==> src/rtl/pipeline_hazard_controller_pkg.sv <==
// Shared types and defaults for the pipeline front-end hazard controller.
package hazard_pkg;

  // Front-end sequencing states
  typedef enum logic [1:0] {
    RUN    = 2'd0,
    STALL  = 2'd1,
    FLUSH  = 2'd2,
    FREEZE = 2'd3
  } hz_state_t;

  // Decoded control bundle for the PC, IF/ID and ID/EX registers
  typedef struct packed {
    logic pcEn;
    logic fdHold;
    logic fdNop;
    logic deNop;
    logic deHold;
  } hz_ctrl_t;

  localparam int unsigned DEF_REG_ADDR_W       = 4;
  localparam int unsigned DEF_BRANCH_FLUSH_CYC = 2;
  localparam int unsigned DEF_LOAD_STALL_CYC   = 1;
  localparam int unsigned DEF_PERF_W           = 16;

  // Width of the shared down-counter; it only ever holds (cycles - 1),
  // so clog2 of the larger cycle count is enough, with a floor of one bit.
  function automatic int unsigned cntWidth(input int unsigned flushCyc,
                                           input int unsigned stallCyc);
    int unsigned maxCyc;
    maxCyc = (flushCyc > stallCyc) ? flushCyc : stallCyc;
    return (maxCyc <= 1) ? 1 : $clog2(maxCyc);
  endfunction

endpackage

==> src/rtl/pipeline_hazard_controller_detect.sv <==
// Load-use hazard detection: flags when the Decode instruction reads a
// register that the load currently in Execute is about to write.
module hazard_detect_unit
  import hazard_pkg::*;
#(
  parameter int unsigned REG_ADDR_W = DEF_REG_ADDR_W
) (
  input  logic [REG_ADDR_W-1:0] i_decRs1,
  input  logic [REG_ADDR_W-1:0] i_decRs2,
  input  logic                  i_decUseRs1,
  input  logic                  i_decUseRs2,
  input  logic [REG_ADDR_W-1:0] i_exRd,
  input  logic                  i_exMemRead,
  output logic                  o_hazard
);

  logic w_rs1Match;
  logic w_rs2Match;

  // A source only matters when the instruction really reads it
  always_comb begin
    w_rs1Match = i_decUseRs1 && (i_decRs1 == i_exRd);
    w_rs2Match = i_decUseRs2 && (i_decRs2 == i_exRd);
    o_hazard   = i_exMemRead && (w_rs1Match || w_rs2Match);
  end

endmodule

==> src/rtl/pipeline_hazard_controller.sv <==
// Front-end sequencer for the 16-bit pipeline: drives the PC enable and the
// IF/ID and ID/EX hold/bubble controls, resolving load-use stalls, taken
// branch flushes and data-memory freezes, and keeps saturating perf counters.
module pipeline_hazard_controller
  import hazard_pkg::*;
#(
  parameter int unsigned REG_ADDR_W       = DEF_REG_ADDR_W,
  parameter int unsigned BRANCH_FLUSH_CYC = DEF_BRANCH_FLUSH_CYC,
  parameter int unsigned LOAD_STALL_CYC   = DEF_LOAD_STALL_CYC,
  parameter int unsigned PERF_W           = DEF_PERF_W
) (
  input  logic                  clk,
  input  logic                  reset,
  input  logic [REG_ADDR_W-1:0] dec_rs1,
  input  logic [REG_ADDR_W-1:0] dec_rs2,
  input  logic                  dec_use_rs1,
  input  logic                  dec_use_rs2,
  input  logic [REG_ADDR_W-1:0] ex_rd,
  input  logic                  ex_mem_read,
  input  logic                  ex_branch_taken,
  input  logic                  mem_busy,
  output logic                  pc_en,
  output logic                  fd_hold,
  output logic                  fd_nop,
  output logic                  de_nop,
  output logic                  de_hold,
  output logic [PERF_W-1:0]     stall_cnt,
  output logic [PERF_W-1:0]     flush_cnt
);

  localparam int unsigned        CNT_W      = cntWidth(BRANCH_FLUSH_CYC, LOAD_STALL_CYC);
  localparam logic [CNT_W-1:0]   FLUSH_LOAD = CNT_W'(BRANCH_FLUSH_CYC - 1);
  localparam logic [CNT_W-1:0]   STALL_LOAD = CNT_W'(LOAD_STALL_CYC - 1);
  localparam logic [CNT_W-1:0]   CNT_ONE    = CNT_W'(1);
  localparam logic [PERF_W-1:0]  PERF_ONE   = PERF_W'(1);
  localparam logic [PERF_W-1:0]  PERF_MAX   = '1;

  hz_state_t         r_state;
  hz_state_t         w_nextState;
  logic [CNT_W-1:0]  r_cnt;
  logic [CNT_W-1:0]  w_nextCnt;
  logic              w_hazard;
  hz_ctrl_t          w_ctrl;
  logic [PERF_W-1:0] r_stallCnt;
  logic [PERF_W-1:0] r_flushCnt;

  hazard_detect_unit #(
    .REG_ADDR_W (REG_ADDR_W)
  ) u_detect (
    .i_decRs1    (dec_rs1),
    .i_decRs2    (dec_rs2),
    .i_decUseRs1 (dec_use_rs1),
    .i_decUseRs2 (dec_use_rs2),
    .i_exRd      (ex_rd),
    .i_exMemRead (ex_mem_read),
    .o_hazard    (w_hazard)
  );

  // State register and shared down-counter; reset discards any pending work
  always_ff @(posedge clk) begin
    if (!reset) begin
      r_state <= RUN;
      r_cnt   <= '0;
    end else begin
      r_state <= w_nextState;
      r_cnt   <= w_nextCnt;
    end
  end

  // Next state: branch beats memory freeze beats load-use stall beats the state's own sequencing
  always_comb begin
    w_nextState = r_state;
    w_nextCnt   = r_cnt;
    if (ex_branch_taken) begin
      w_nextCnt   = FLUSH_LOAD;
      w_nextState = (FLUSH_LOAD != '0) ? FLUSH : RUN;
    end else if (mem_busy) begin
      w_nextCnt   = '0;
      w_nextState = FREEZE;
    end else if (w_hazard) begin
      w_nextCnt   = STALL_LOAD;
      w_nextState = (STALL_LOAD != '0) ? STALL : RUN;
    end else begin
      case (r_state)
        STALL, FLUSH: begin
          if (r_cnt <= CNT_ONE) begin
            w_nextCnt   = '0;
            w_nextState = RUN;
          end else begin
            w_nextCnt   = r_cnt - CNT_ONE;
            w_nextState = r_state;
          end
        end
        default: begin
          w_nextCnt   = '0;
          w_nextState = RUN;
        end
      endcase
    end
  end

  // Output decode from state and live inputs so hazards and branches act in the same cycle
  always_comb begin
    w_ctrl        = '0;
    w_ctrl.pcEn   = 1'b1;
    if (!reset) begin
      w_ctrl.pcEn   = 1'b0;
      w_ctrl.fdNop  = 1'b1;
      w_ctrl.deNop  = 1'b1;
    end else if (ex_branch_taken) begin
      w_ctrl.pcEn   = 1'b1;
      w_ctrl.fdNop  = 1'b1;
      w_ctrl.deNop  = 1'b1;
    end else if (mem_busy) begin
      w_ctrl.pcEn   = 1'b0;
      w_ctrl.fdHold = 1'b1;
      w_ctrl.deHold = 1'b1;
    end else if (w_hazard || (r_state == STALL)) begin
      w_ctrl.pcEn   = 1'b0;
      w_ctrl.fdHold = 1'b1;
      w_ctrl.deNop  = 1'b1;
    end else if (r_state == FLUSH) begin
      w_ctrl.pcEn   = 1'b1;
      w_ctrl.fdNop  = 1'b1;
    end
  end

  // Saturating performance counters: held cycles count as stalls, nop-loaded IF/ID cycles as flushes
  always_ff @(posedge clk) begin
    if (!reset) begin
      r_stallCnt <= '0;
      r_flushCnt <= '0;
    end else begin
      if (w_ctrl.fdHold && (r_stallCnt != PERF_MAX)) begin
        r_stallCnt <= r_stallCnt + PERF_ONE;
      end
      if (w_ctrl.fdNop && (r_flushCnt != PERF_MAX)) begin
        r_flushCnt <= r_flushCnt + PERF_ONE;
      end
    end
  end

  assign pc_en     = w_ctrl.pcEn;
  assign fd_hold   = w_ctrl.fdHold;
  assign fd_nop    = w_ctrl.fdNop;
  assign de_nop    = w_ctrl.deNop;
  assign de_hold   = w_ctrl.deHold;
  assign stall_cnt = r_stallCnt;
  assign flush_cnt = r_flushCnt;

  // A register is never asked to hold and load a nop at the same time
  always_ff @(posedge clk) begin
    assert (!(w_ctrl.fdHold && w_ctrl.fdNop));
    assert (!(w_ctrl.deHold && w_ctrl.deNop));
  end

endmodule

==> config.mk <==
export PLATFORM = sky130hd
export DESIGN_NAME = pipeline_hazard_controller
export DESIGN_NICKNAME = d
export VERILOG_FILES = /design/src/rtl/pipeline_hazard_controller_pkg.sv /design/src/rtl/pipeline_hazard_controller_detect.sv /design/src/rtl/pipeline_hazard_controller.sv
export SDC_FILE = /design/constraint.sdc
export NUM_CORES = 1
export LEC_CHECK = 0
export CAP_MARGIN = 15
export CELL_PAD_IN_SITES_DETAIL_PLACEMENT = 1
export CELL_PAD_IN_SITES_GLOBAL_PLACEMENT = 1
export CORE_AREA = 2 2 69 71
export CTS_CLUSTER_SIZE = 8
export DETAILED_ROUTE_END_ITERATION = 16
export DIE_AREA = 0 0 71 73
export DONT_BUFFER_PORTS = 1
export GPL_ROUTABILITY_DRIVEN = 0
export PLACE_DENSITY = 0.77
export RECOVER_POWER = 50
export SYNTH_ARGS = -nofsm -noshare
export SYNTH_HDL_FRONTEND = slang
export SYNTH_SLANG_ARGS = --single-unit
==> constraint.sdc <==
create_clock -name clk -period 2.3 [get_ports clk]
set_input_delay 0.46 -clock clk [delete_from_list [all_inputs] [get_ports clk]]
set_output_delay 0.46 -clock clk [all_outputs]
set_load 0.05 [all_outputs]
# Word level (Yosys, flattened, before mapping)
# Cells that the tools add are included.
[totals]
regBits = 35
inputBits = 19
output_inout_bits = 37
wordCells = 52
[op_classes]
add_sub_neg = 3
n_lt_le_gt_ge = 1
eq_ne = 8
mux = 25
n_bitwise = 1
reduce_logical = 9
[op_table]
columns = ["cell", "n"]
rows = [
  ["adder 16 x 1 -> 16 bit (second input constant)", 2],
  ["!= test 16 bit (second input constant)", 2],
  ["2-to-1 mux 2 bit", 9],
  ["2-to-1 mux 1 bit", 16],
  ["== test 4 bit", 2],
  ["logical AND 1 bit", 5],
  ["!= test 5 bit (second input constant)", 1],
  ["!= test 4 bit (second input constant)", 1],
  ["OR reduction 2 bit", 2],
  ["== test 2 x 1 -> 1 bit (second input constant)", 1],
  ["== test 2 bit (second input constant)", 1],
  ["logical OR 1 bit", 2],
  ["less-or-equal comparator 1 bit (second input constant)", 1],
  ["NOT 1 bit", 1],
  ["subtractor 1 bit (second input constant)", 1],
]

# Longest topological paths before layout
# Gate-level depths: netlist of the first run.
[logic_depth]
word_depth = 10
ltp_mapped = 8
ltp_nobuf = 7

# By module
# A second synthesis of the first run with hierarchy kept.
[unflattened]
cells_unflattened = 235
area_unflattened_um2 = 1976.9
[by_module_without_submodules]
columns = ["mod", "instances", "cells_each", "area_per_inst_um2", "seq_area_each_um2"]
rows = [
  ["pipeline_hazard_controller", 1, 223, 1874.3, 680.7],
  ["hazard_detect_unit", 1, 12, 102.6, 0.0],
]

# Least setup slack after synthesis of the first run
# Ideal clock, no wire load.
[synth_path]
path_type = "input -> output"
startpoint = "input port ex_rd[3]"
endpoint = "output port de_nop"
arrival_time_ps = 2217
required_ps = 1840
slack_ps = -377
stages = 4
n_path_buf = 0
cell_sequence = "xor2_1 -> nor4_2 -> nor3_1 -> o21ai_0"
[synth_between]
elab_chain_len = 9
word_cells_on_any_way = 11
cone_classes = "eq/ne (2); mux (4); reduce/logical (5)"
[synth_lines]
columns = ["element", "line_no", "source"]
rows = [
  ["start, declared", "pipeline_hazard_controller.sv:18", "input logic [REG_ADDR_W-1:0] ex_rd,"],
  ["== test 4 bit, on equally long branches", "pipeline_hazard_controller_detect.sv:22, pipeline_hazard_controller_detect.sv:23", ""],
  ["logical AND 1 bit, on equally long branches", "pipeline_hazard_controller_detect.sv:22, pipeline_hazard_controller_detect.sv:23", ""],
  ["logical OR 1 bit *", "pipeline_hazard_controller_detect.sv:24", "o_hazard = i_exMemRead && (w_rs1Match || w_rs2Match);"],
  ["logical AND 1 bit *", "pipeline_hazard_controller_detect.sv:24", ""],
  ["logical OR 1 bit *", "pipeline_hazard_controller.sv:118", "end else if (w_hazard || (r_state == STALL)) begin"],
  ["2-to-1 mux 1 bit *", "pipeline_hazard_controller.sv:118", ""],
  ["2-to-1 mux 2 bit *", "pipeline_hazard_controller.sv:114", "end else if (mem_busy) begin"],
  ["2-to-1 mux 2 bit *", "pipeline_hazard_controller.sv:110", "end else if (ex_branch_taken) begin"],
  ["2-to-1 mux 2 bit *", "pipeline_hazard_controller.sv:106", "if (!reset) begin"],
  ["end, declared", "pipeline_hazard_controller.sv:25", "output logic de_nop,"],
]
# Every way passes the cells marked *; elsewhere a longest branch is shown, timed or not.

# Final worst setup path of the first run
[layout_path]
startpoint = "register r_flushCnt[0], in the netlist flush_cnt[0]"
endpoint = "register r_flushCnt[11], in the netlist flush_cnt[11]"
[layout_between]
elab_chain_len = 2
word_cells_on_any_way = 3
cone_classes = "add/sub (1); eq/ne (1); reduce/logical (1)"
[layout_lines]
columns = ["element", "line_no", "source"]
rows = [
  ["start, declared", "pipeline_hazard_controller.sv:45", "logic [PERF_W-1:0] r_flushCnt;"],
  ["start signal, assigned", "pipeline_hazard_controller.sv:138", "r_flushCnt <= r_flushCnt + PERF_ONE;"],
  ["parallel branches: the longest is 2 deep, another holds adder 16 x 1 -> 16 bit", "--", ""],
]
# Parallel ways; which one is timed is not known.
# A chain may end at the register's enable or synchronous reset.

==> flow_summary.yaml, run 1 <==
run_status:
  status: "finished clean"
logic_synthesis:
  ys.flop_type: "dfxtp_1"
  ys_seq_area_share_pct: 35.3
  synth.distinct_cells: 38
  syn_avg_cell_area_um2: 8.26
  ys_ff_latch: 34
  synthCells: 233
  async_flop_share_pct: 0
  synth_top_area_share_pct: 35.3
  synth_fp_nets: 254
  yosysTopAreaCell: "dfxtp_1"
  synth-edff-count: 0
  synth.cell_area_um2: 1930
  yosys_warnings: 0
  synth_area_leaders: "dfxtp_1 (35%), mux2i_1 (8.8%), nand2_1 (7.4%), nand2b_1 (3.6%), nand4_1 (3.2%)"
timing:
  fmaxAchievable_mhz: 474
  hold_viol_final: 0
  tns_ns: 0
  drv_slew: 0
  rsz0062_at_grt: "false"
  period_needed_ns: 2.11
  worst_slack_ns: 0.190
  finalCritPeriodShare_pct: 91.7
  finalSetupViolCount: 0
  worstMarginPinSlew_ns: 0.813
  fin_skew_ns: 0.00634
  slew_headroom_pct: 45.8
cells_and_area:
  antenna_cells: 0
  drive_gt1_share_pct: 14.3
  fin_nets: 292
  syn_to_final_growth_pct: 20.5
route:
  drt-initial-drc-count: 68
  finalWirelength_mm: 5.18
  vias_per_cell: 5.72
  drtPass1Iterations: 4
  drt_drc_violations_left: 0
  wl_per_cell_um: 15.9
  vias: 1865
  ant_nets: 0
critical_path:
  cp-end-kind: "register"
  worst_setup_path_start_kind: "register"
  required_ns: 2.52
  path_cells: "ha_1 -> nand3_1 -> nor3_1 -> nand4_1 -> nand4_1 -> o21ai_0 -> a21oi_1"
  critPathMaxFanout: 13
  cpMaxStageDelayCell: "nand4_1"
  slowest_delay_ns: 0.49
  crit_type: "reg -> reg"
  crit_top_cell: "nand4_1"
  worstPathArrival_ns: 2.33
pwr:
  power_leakage_uw: 0.000817
  powerDensity_nw_per_um2: 534
  ir_drop_v: 0.000306
floorplanning:
  start_util_pct: 42.5
  io_pins: 56
  core_area_um2: 4540
  num_rows: 25
  die_w_um: 71
  die_h_um: 73
  die_area_um2: 5180
grt:
  grt.met1_usage_pct: 23.5
  global_route.usage.met2_pct: 37.9
  antenna_found_initial: 0
  grt_pass1_wl_mm: 8.67
  grt_use_total_pct: 20.9
  top_usage_layer: "met2"
  grt_max_degree: 39
  first_global_vias: 1897
  met3_usage_pct: 7.18
  gr-total-overflow: 0
clock_network:
  cts_buffers: 5
  cts.path.max_buffers: 2
  clk_pin_slew_worst_paths_ns: 0.07
  cts_tree: "built"
  post_cts_buffers: 0
  cts_root_buf: "clkbuf_8"
  cts_resized: 0
  ctsHtreeMaxLevel: 2
  cts_hold_buf: 0
  clk_latency_ns: 0.29
  numClockSinks: 34
job:
  cap_violations: 0
placement:
  pre_cts_ws_ns: 0.217
  io_buffers: 0
  dp_hpwl_mm: 3.83
min_path:
  hp-class: "in -> reg"
registers in the layout, indices dropped and copies added (netlist names):
name       cells
stall_cnt     16
r_state        2
flush_cnt     16
layout by cell type, fill, tap and decap left out, drive strengths merged, types with 4 or more instances in the layout:
master   n
o21ai   10
xor2     6
dfxtp   34
nor4     9
nand4   10
nand3    7
a21oi    8
nor2     9
nand2   38
o311ai   4
and3     7
o41ai    4
inv      4
buf     23
mux2i   17
nand2b  11
clkbuf  28
and2     4
or3      8
nor3     5
worst max-delay path, delay by kind of cell, from the launching register on:
kind                       cells  cell delay, ns
and+or+nand+nor                4            1.26
DFF                            1            0.35
AOI/OAI and AO/OA              2            0.25
adders and majority gates      1            0.18
routing by layer:
layer | vias up | wire, um
met3 | 6 | 271
met1 | 902 | 2120
met4 | 0 | 57
li1 | 919 | -
met2 | 38 | 2730
met5 | - | 0
cell usage after synthesis (2+ instances only):
cell,instances
nand2_1,38
dfxtp_1,34
mux2i_1,17
nand2b_1,11
nand4_1,10
o21ai_0,10
nor2_1,9
a21oi_1,8
clkbuf_1,8
or3_1,8
and3_1,7
nand3_1,7
nor4_1,6
xor2_1,6
nor3_1,5
and2_1,4
inv_1,4
o311ai_0,4
o41ai_1,4
buf_2,3
nor3b_1,3
nor4_2,3
and4_4,2
ha_1,2
nor2b_1,2
nor4b_1,2
o21a_1,2
o31a_1,2
or3b_1,2
xnor2_1,2
where the power goes:
group / total (uW) / internal [uW] / switching, uW / leakage [uW]
Clock: 465 / 242 / 223 / 0.0000482
Sequential: 604 / 599 / 5.42 / 0.000275
Combinational: 169 / 58.1 / 111 / 0.000494
final cells by class:
type	count	area, um2
inverters	4	15.0
clock buffers	7	86.3
fillers	579	2220
multi-input cells	182	1190
repair buffers	44	277
clock inverters	1	5.00
well taps	54	67.6
flip-flops and latches	34	681
metrics by stage:
step | instance area (um2) | total power [uW] | util, % | hold WS (ns) | cells
after floorplan | 1940 | 743 | - | 0.576 | 233
after global placement | 2310 | 783 | 50.9 | 0.478 | 318
after detailed placement | 2310 | 789 | 50.9 | 0.497 | 318
after CTS | 2400 | 1260 | 52.9 | 0.272 | 326
after global routing | 2320 | 1290 | 51.1 | 0.280 | 326
final | 2320 | 1240 | 51.1 | 0.279 | 326
cell families (layout without fill, tap and decap cells):
logic type	count (synthesis)	in the layout	synth area share, %
AND/OR/NAND/NOR	123	123	36.2
buffers and inverters	17	56	3.90
adder cells (fa/ha/maj)	2	2	1.30
flip-flops	34	34	35.3
multiplexers	17	17	8.84
AO/OA/AOI/OAI	32	32	10.8
XOR/XNOR	8	8	3.64
final timing paths:
kind	depth (start not counted)	end	slack, ns	start
worst max-delay path	7	flush_cnt[11]	0.19	flush_cnt[0]
worst min-delay path	2	r_state[1]	0.28	ex_branch_taken
worst max register to register	7	flush_cnt[11]	0.19	flush_cnt[0]
worst min register to register	2	stall_cnt[13]	0.50	stall_cnt[13]
Power figures use the tool's default switching activity.
==> run 2, diff against run 1 <==
--- a/config.mk
+++ b/config.mk
@@ -8,10 +8,10 @@
 export CAP_MARGIN = 15
 export CELL_PAD_IN_SITES_DETAIL_PLACEMENT = 1
 export CELL_PAD_IN_SITES_GLOBAL_PLACEMENT = 1
-export CORE_AREA = 2 2 69 71
+export CORE_AREA = 3 3 70 72
 export CTS_CLUSTER_SIZE = 8
 export DETAILED_ROUTE_END_ITERATION = 16
-export DIE_AREA = 0 0 71 73
+export DIE_AREA = 0 0 73 75
 export DONT_BUFFER_PORTS = 1
 export GPL_ROUTABILITY_DRIVEN = 0
 export PLACE_DENSITY = 0.77
==> run 2 against run 1 <==
  * Total power is 1.9% lower
  * Cell count is 0.92% lower
  * Worst setup slack better by 0.027 ns
  * Die area is 5.6% higher
  * Final area is 0.11% lower
  * Sequential cell count stayed put
  * Critical path depth stayed put
  * Combinational power hardly changed
  * Clock power is 5.6% lower
  * First-iteration DRC count is 44% higher
  * Critical path type unchanged
  * Largest cell class unchanged
==> flow_summary.yaml, run 2 (synthesis gave the netlist of run 1 again) <==
floorplanning:
  start_util_pct: 44.2
  io_pins: 56
  core_area_um2: 4350
  die_area_um2: 5480
  die_w_um: 73
  num_rows: 24
  die_h_um: 75
placement:
  placed_area_um2: 2320
  dp_hpwl_mm: 3.93
  dp_cells: 316
  io_buffers: 0
  pre_cts_ws_ns: 0.210
route:
  vias_per_cell: 5.83
  drt-initial-drc-count: 98
  finalWirelength_mm: 5.24
  ant_nets: 0
  drtPass1Iterations: 4
  vias: 1883
  wl_per_cell_um: 16.2
  drt_drc_violations_left: 0
timing:
  finalCritPeriodShare_pct: 90.6
  slew_headroom_pct: 45.9
  worst_slack_ns: 0.217
  period_needed_ns: 2.08
  fin_skew_ns: 0.00648
  drv_slew: 0
  worstMarginPinSlew_ns: 0.812
  rsz0062_at_grt: "false"
  finalSetupViolCount: 0
  fmaxAchievable_mhz: 480
  hold_viol_final: 0
  timing.hold.ws_ns: 0.300
critical_path:
  cp-end-kind: "register"
  cpMaxStageDelayCell: "clkbuf_1"
  required_ns: 2.51
  crit_type: "reg -> reg"
  path_cells: "clkbuf_1 -> nand2_1 -> nor2_1 -> and3_1 -> nand4_1 -> or3_1 -> a21oi_1"
  critPathMaxFanout: 5
  slowest_delay_ns: 0.54
  worst_setup_path_start_kind: "register"
  worstPathArrival_ns: 2.29
grt:
  grt_pass1_wl_mm: 8.72
  antenna_found_initial: 0
  grt_use_total_pct: 20.1
  first_global_vias: 1941
  grt_max_degree: 39
  gr-total-overflow: 0
pwr:
  powerDensity_nw_per_um2: 524
  ir_drop_v: 0.000315
  power_leakage_uw: 0.000808
cells_and_area:
  final_common_cell: "nand2_1"
  drive_gt1_share_pct: 13.3
  layout_common_cells: "nand2_1 (38), dfxtp_1 (34), clkbuf_1 (24)"
  fin_nets: 293
  fin_util_pct: 53.2
  antenna_cells: 0
  instances_no_fill: 323
  fin_area_um2: 2320
  syn_to_final_growth_pct: 20.3
clock_network:
  cts_root_buf: "clkbuf_8"
  cts.path.max_buffers: 2
  ctsHtreeMaxLevel: 2
  clk_latency_ns: 0.28
  cts_tree: "built"
  numClockSinks: 34
  cts_buffers: 5
  clk_pin_slew_worst_paths_ns: 0.07
  cts_hold_buf: 0
min_path:
  hp-class: "in -> reg"
job:
  cap_violations: 0
run_status:
  status: "finished clean"
run 2: metal layers:
layer / routed length (um) / vias to the layer above / GRT usage, %
met4: 36 / 0 / 5.12
met3: 340 / 6 / 6.14
met5: 0 / - / 0
li1: - / 924 / -
met2: 2570 / 48 / 34.2
met1: 2290 / 905 / 24.8
run 2: cell type report:
type / instances / area, um2
Fill cell: 565 / 2040
Multi-Input combinational cell: 182 / 1190
Sequential cell: 34 / 681
Timing Repair Buffer: 45 / 285
Clock buffer: 6 / 82.6
Tap cell: 52 / 65.1
Inverter: 4 / 15.0
run 2: metrics by stage:
stage               total power [uW]  setup TNS, ns
floorplan                        743       -0.00148
global placement                 786              0
detailed placement               791              0
CTS                             1230              0
global route                    1270              0
finish                          1210              0
run 2: worst paths after layout:
path                 startpoint  slack, ns       endpoint  cells past startpoint
setup / recovery   flush_cnt[3]       0.22  flush_cnt[11]                      7
setup reg to reg   flush_cnt[3]       0.22  flush_cnt[11]                      7
hold / removal         mem_busy       0.30     r_state[0]                      1
hold reg to reg   stall_cnt[10]       0.50  stall_cnt[10]                      2
run 2: worst max-delay path: cells and delay by family (launching register included):
kind | cells | cell delay, ns
compound gates | 1 | 0.15
buf+inv | 1 | 0.54
simple gates | 5 | 1.00
flops | 1 | 0.33
run 2: repair_timing:
| item | in CTS | in global routing |
|---|---|---|
| setup endpoints to repair | 0 | 9 |
| resized for setup | 0 | 0 |
| setup buffers | 0 | 1 |
run 2: power by group:
part	internal [uW]	leakage [uW]	switching [uW]
clock	231	0.0000431	208
sequential	599	0.000275	5.32
combinational	60.7	0.000490	111
total	891	0.000808	324
